--- config.mk ---
export PLATFORM = sky130hd
export DESIGN_NAME = wb_arbiter
export DESIGN_NICKNAME = d
export VERILOG_FILES = /design/src/rtl/wb_arbiter.sv
export SDC_FILE = /design/constraint.sdc
export NUM_CORES = 1
export LEC_CHECK = 0
export CORE_AREA = 10 10 173 127
export CTS_BUF_LIST = sky130_fd_sc_hd__clkbuf_16
export DETAILED_ROUTE_END_ITERATION = 6
export DIE_AREA = 0 0 183 137
export GPL_ROUTABILITY_DRIVEN = 1
export PLACE_DENSITY = 0.84
export SLEW_MARGIN = 40
export SYNTH_ARGS = -nofsm -noshare
export SYNTH_HDL_FRONTEND = slang
export SYNTH_SLANG_ARGS = --single-unit
--- constraint.sdc ---
create_clock -name i_clk -period 5.3 [get_ports i_clk]
set_clock_uncertainty 0.2 [all_clocks]
set_input_delay 0.795 -clock i_clk [delete_from_list [all_inputs] [get_ports i_clk]]
set_output_delay 0.795 -clock i_clk [all_outputs]
set_load 0.05 [all_outputs]
--- src/rtl/wb_arbiter.sv ---
// Writeback-port controller: round-robin ALU/MEM arbitration onto the single
// register-file write port, plus the ECALL drain/call/write-a0/flush sequence.
module wb_arbiter #(
    parameter int REGBITS = 5,
    parameter int LOGSIZE = 64,
    parameter int PCBITS  = 32
) (
    input  logic               i_clk,
    input  logic               i_rst,
    input  logic               i_alu_valid,
    input  logic [REGBITS-1:0] i_alu_rd,
    input  logic [LOGSIZE-1:0] i_alu_data,
    output logic               o_alu_ready,
    input  logic               i_mem_valid,
    input  logic [REGBITS-1:0] i_mem_rd,
    input  logic [LOGSIZE-1:0] i_mem_data,
    output logic               o_mem_ready,
    input  logic               i_is_flush,
    input  logic               i_ecall_req,
    input  logic [PCBITS-1:0]  i_ecall_pc,
    output logic               o_ecall_start,
    input  logic               i_ecall_done,
    input  logic [LOGSIZE-1:0] i_ecall_result,
    output logic               o_ecall_ack,
    output logic               o_rf_we,
    output logic [REGBITS-1:0] o_rf_rd,
    output logic [LOGSIZE-1:0] o_rf_data,
    output logic               o_flush_bit,
    output logic [PCBITS-1:0]  o_pc_after_flush
);
    typedef enum logic [2:0] {
        S_IDLE, S_DRAIN, S_CALL, S_WAIT, S_WRITE, S_FLUSH
    } state_t;

    state_t             r_state;
    logic               r_last_mem;
    logic [LOGSIZE-1:0] r_a0;
    logic               r_ecall_start, r_ecall_ack, r_flush_bit, r_rf_we;
    logic [REGBITS-1:0] r_rf_rd;
    logic [LOGSIZE-1:0] r_rf_data;
    logic [PCBITS-1:0]  r_pc_after_flush;

    logic w_arb_en, w_alu_gnt, w_mem_gnt, w_ecall_go;

    assign w_arb_en  = i_rst && (r_state == S_IDLE) && !i_ecall_req;
    assign w_alu_gnt = w_arb_en && i_alu_valid && (!i_mem_valid || r_last_mem);
    assign w_mem_gnt = w_arb_en && i_mem_valid && (!i_alu_valid || !r_last_mem);
    // The requester still holds ecall_req in the cycle it sees ecall_ack;
    // that cycle must not start a second sequence.
    assign w_ecall_go = i_ecall_req && !r_ecall_ack;

    assign o_alu_ready      = w_alu_gnt;
    assign o_mem_ready      = w_mem_gnt;
    assign o_ecall_start    = r_ecall_start;
    assign o_ecall_ack      = r_ecall_ack;
    assign o_flush_bit      = r_flush_bit;
    assign o_pc_after_flush = r_pc_after_flush;
    assign o_rf_we          = r_rf_we;
    assign o_rf_rd          = r_rf_rd;
    assign o_rf_data        = r_rf_data;

    always_ff @(posedge i_clk or negedge i_rst) begin
        if (!i_rst) begin
            r_state          <= S_IDLE;
            r_last_mem       <= 1'b0;
            r_a0             <= '0;
            r_ecall_start    <= 1'b0;
            r_ecall_ack      <= 1'b0;
            r_flush_bit      <= 1'b0;
            r_pc_after_flush <= '0;
            r_rf_we          <= 1'b0;
            r_rf_rd          <= '0;
            r_rf_data        <= '0;
        end else begin
            r_ecall_start <= 1'b0;
            r_ecall_ack   <= 1'b0;
            r_flush_bit   <= 1'b0;
            r_rf_we       <= 1'b0;
            case (r_state)
                S_IDLE: begin
                    if (w_ecall_go) begin
                        r_state <= S_DRAIN;
                    end else if (w_arb_en) begin
                        if (i_alu_valid && i_mem_valid)
                            r_last_mem <= w_mem_gnt;
                        // A squashed ALU result is consumed but never written.
                        if (w_alu_gnt && !i_is_flush && i_alu_rd != '0) begin
                            r_rf_we   <= 1'b1;
                            r_rf_rd   <= i_alu_rd;
                            r_rf_data <= i_alu_data;
                        end else if (w_mem_gnt && i_mem_rd != '0) begin
                            r_rf_we   <= 1'b1;
                            r_rf_rd   <= i_mem_rd;
                            r_rf_data <= i_mem_data;
                        end
                    end
                end
                S_DRAIN: begin
                    r_ecall_start <= 1'b1;
                    r_state       <= S_CALL;
                end
                S_CALL, S_WAIT: begin
                    if (i_ecall_done) begin
                        r_a0    <= i_ecall_result;
                        r_state <= S_WRITE;
                    end else begin
                        r_state <= S_WAIT;
                    end
                end
                S_WRITE: begin
                    r_rf_we   <= 1'b1;
                    r_rf_rd   <= REGBITS'(10);
                    r_rf_data <= r_a0;
                    r_state   <= S_FLUSH;
                end
                S_FLUSH: begin
                    r_flush_bit      <= 1'b1;
                    r_ecall_ack      <= 1'b1;
                    r_pc_after_flush <= i_ecall_pc + PCBITS'(4);
                    r_state          <= S_IDLE;
                end
                default: r_state <= S_IDLE;
            endcase
        end
    end
endmodule

==> flow_summary.yaml <==
outcome:
  outcome: "completed"
synth:
  yosysTopAreaCellShare: 0.559
  synth_warnings: 0
  synth_area_leaders: "dfrtp_1 56%, mux2_2 9.7%, o221a_1 7.3%, o22a_1 7.3%, xnor2_1 2.4%"
  synthesis.area_um2: 7700
  yosys.area.top_type: "dfrtp_1"
  synth_area_per_cell_um2: 12.7
  ys_types: 41
  yosysSeqAreaShare: 0.559
  syn_inst: 607
  ys_ff_latch: 172
  synth_nets: 849
timing:
  finalHoldViolCount: 0
  fin_tns_setup_ps: 0
  whs_ps: 76.9
  slew_violations: 0
  fin_crit_sh: 0.696
  finalSetupViolations: 0
  relSlewSlack: 0.465
  fmaxAchievable_ghz: 0.271
  fin_crit_ps: 3690
  rsz0062_at_grt: "false"
  worstMarginPinSlew_ps: 803
clock_tree:
  cts_tree: "built"
  cts_resized: 0
  insertion_delay_ps: 420
  htreeDepth: 4
  cts_hold_buf: 0
  cts_inserted_buffers: 17
  cts-root-buf: "clkbuf_16"
  cts_sinks: 172
  cts.repair_timing.setup_buffer_count: 0
  ctsLongestPathBuffers: 2
  clk_pin_slew_worst_paths_ps: 80
floorplan:
  die_y_um: 137
  io_pins: 348
  row_count: 42
  core-area_um2: 18600
  die_x_um: 183
  die_area_um2: 25100
  start_util: 0.414
worst_setup_path:
  rr_endpoint: "o_rf_data[48]"
  crit_cells: 5
  worstRegToRegCells: 6
  rr_startpoint: "r_state[1]"
  endpoint_kind: "output port"
  path_cells: "clkdlybuf4s50_1 -> nor2_1 -> and3_1 -> and3_1 -> clkdlybuf4s50_1"
  worst_ep_arrival_time_ps: 2690
  crit_type: "in -> out"
  critPathTopFamily: "buffers and inverters"
  cpPeakStageDelay_ps: 830
  timing.critical_path.required_ps: 4300
  cp_num_buf_inv: 2
  cp_max_fo: 7
  startpoint_type: "input port"
  reg2reg_setup_slack_ps: 2510
  cp_slowest_cell: "clkdlybuf4s50_1"
power_and_ir_drop:
  power.switching_mw: 3.22
  comb_power_share: 0.502
  peakVddDrop_mv: 0.339
  power_leakage_nw: 4.69
  seqPwrFrac: 0.324
  clkPwrFrac: 0.174
  intPower_mw: 4.12
  power_density_nw_per_um2: 616
  swShare: 0.439
routing:
  drtAntennaViolNets: 0
  first_iter_violations: 518
  drcViolationCount: 0
  wl_mm: 27.8
  drt-wirelength-per-cell_um: 23.3
  viasPerCell: 5.41
  vias: 6447
  firstDrtPassIters: 5
run:
  maxCapViolCount: 0
placed_design:
  hpwl_mm: 20.7
  gp_congestion: 0.872
  io_buffers: 347
layout:
  syn_to_final_growth_pct: 54.8
  drive_above_1_share: 0.135
  nNetsFinal: 1176
global_routing:
  overflow: 0
  grt_max_degree: 73
  grt_pass1_wl_mm: 41.7
  track_usage: 0.215
  grt_pass1_vias: 6795
  antenna_found_initial: 4
worst_hold_path:
  hp-class: "in -> async"
## sequential cells by signal, summed over array words and instances (netlist names)
signal	cells
o_rf_data	64
o_ecall_start	1
o_pc_after_flush	32
r_a0	64
r_state	3
o_flush_bit	1
o_rf_rd	5
r_last_mem	1
o_rf_we	1
## layout by cell type (no fill, tap or decap), types with 2 or more instances in the layout
cell	instances
and2_1	3
nand3_1	15
o221a_2	14
clkdlybuf4s50_1	346
nand2_1	46
o22a_1	64
a21oi_1	3
buf_4	5
or4_1	2
xor2_1	7
nor3_1	2
clkbuf_16	17
inv_8	4
o221a_1	50
inv_1	6
o21ai_0	29
diode_2	3
nor2_1	13
and3_1	11
and4_1	4
clkinv_8	4
inv_6	3
clkinv_4	3
nor4_1	4
nand4_1	3
dfrtp_1	172
buf_6	4
a221o_1	3
xnor2_1	21
o22ai_1	2
nand3b_1	2
nand2b_1	4
mux2_2	66
## layout make-up
| class | instances | area, µm² |
|---|---|---|
| fill | 1460 | 6690 |
| sequential | 172 | 4300 |
| timing repair buffer | 355 | 3550 |
| multi-input combinational | 380 | 3100 |
| clock buffer | 17 | 425 |
| tap | 242 | 303 |
| clock inverter | 15 | 193 |
| inverter | 8 | 32.5 |
| antenna | 3 | 7.51 |
## per-layer routing
layer | wire [µm] | global-route usage | up-vias
met2 | 13500 | 0.353 | 268
met4 | 401 | 0.0572 | 2
li1 | - | - | 2973
met5 | 20 | 0 | -
met1 | 11200 | 0.256 | 3176
met3 | 2690 | 0.0922 | 28
## through the flow
stage	utilization	instance area [µm²]	total power [mW]	setup slack, ps	cells
floorplan	-	7700	4.73	2550	607
global placement	0.606	11300	6.00	1610	1157
detailed placement	0.607	11300	6.09	1620	1157
CTS	0.640	11900	7.41	1620	1189
global route	0.640	11900	7.68	1520	1190
finish	0.641	11900	7.34	1610	1192
## synthesized netlist by cell type
cell	instances
a21bo_2	1
a21oi_1	3
a221o_1	3
a31oi_1	1
and2_1	3
and3_1	11
and4_1	4
buf_1	1
buf_2	10
buf_4	1
buf_6	1
buf_8	6
clkbuf_1	28
clkinv_1	1
dfrtp_1	172
ha_1	1
inv_1	6
inv_4	1
mux2_2	66
nand2_1	48
nand2b_1	4
nand3_1	15
nand3b_1	2
nand4_1	3
nor2_1	13
nor2b_1	1
nor3_1	2
nor4_1	4
nor4bb_1	1
o2111a_2	1
o21ai_0	29
o21ai_1	1
o21ba_2	1
o221a_1	50
o221a_2	14
o22a_1	64
o22ai_1	2
or3_1	2
or4_1	2
xnor2_1	21
xor2_1	7
## how the worst max path moves through the flow
| stage | start | endpoint |
|---|---|---|
| floorplan | i_alu_rd[0] | o_rf_data[10] |
| CTS | i_ecall_req | o_alu_ready |
| finish | i_ecall_req | o_alu_ready |
| global route | i_ecall_req | o_alu_ready |
| detailed placement | i_ecall_req | o_alu_ready |
| global placement | i_alu_rd[1] | o_rf_data[62] |
## kinds of logic (layout without fill, tap and decap cells)
| kind of cell | Yosys count | count (layout) | share of synthesized area |
|---|---|---|---|
| muxes | 66 | 66 | 0.0966 |
| DFF | 172 | 172 | 0.559 |
| adders and majority gates | 1 | 1 | 0.00163 |
| AOI/OAI and AO/OA | 170 | 170 | 0.198 |
| buffers and inverters | 55 | 395 | 0.0390 |
| xor gates and xnor gates | 28 | 28 | 0.0319 |
| other | 0 | 3 | 0 |
| and+or+nand+nor | 115 | 115 | 0.0733 |
## power groups by stage
stage	Combinational (mW)	Sequential, mW	Clock, mW
finish	3.68	2.37	1.28
global route	3.88	2.44	1.37
CTS	3.73	2.37	1.31
detailed placement	3.72	2.37	0
global placement	3.65	2.35	0
floorplan	1.06	3.66	0
No activity file was read; power rests on OpenSTA's default activity.
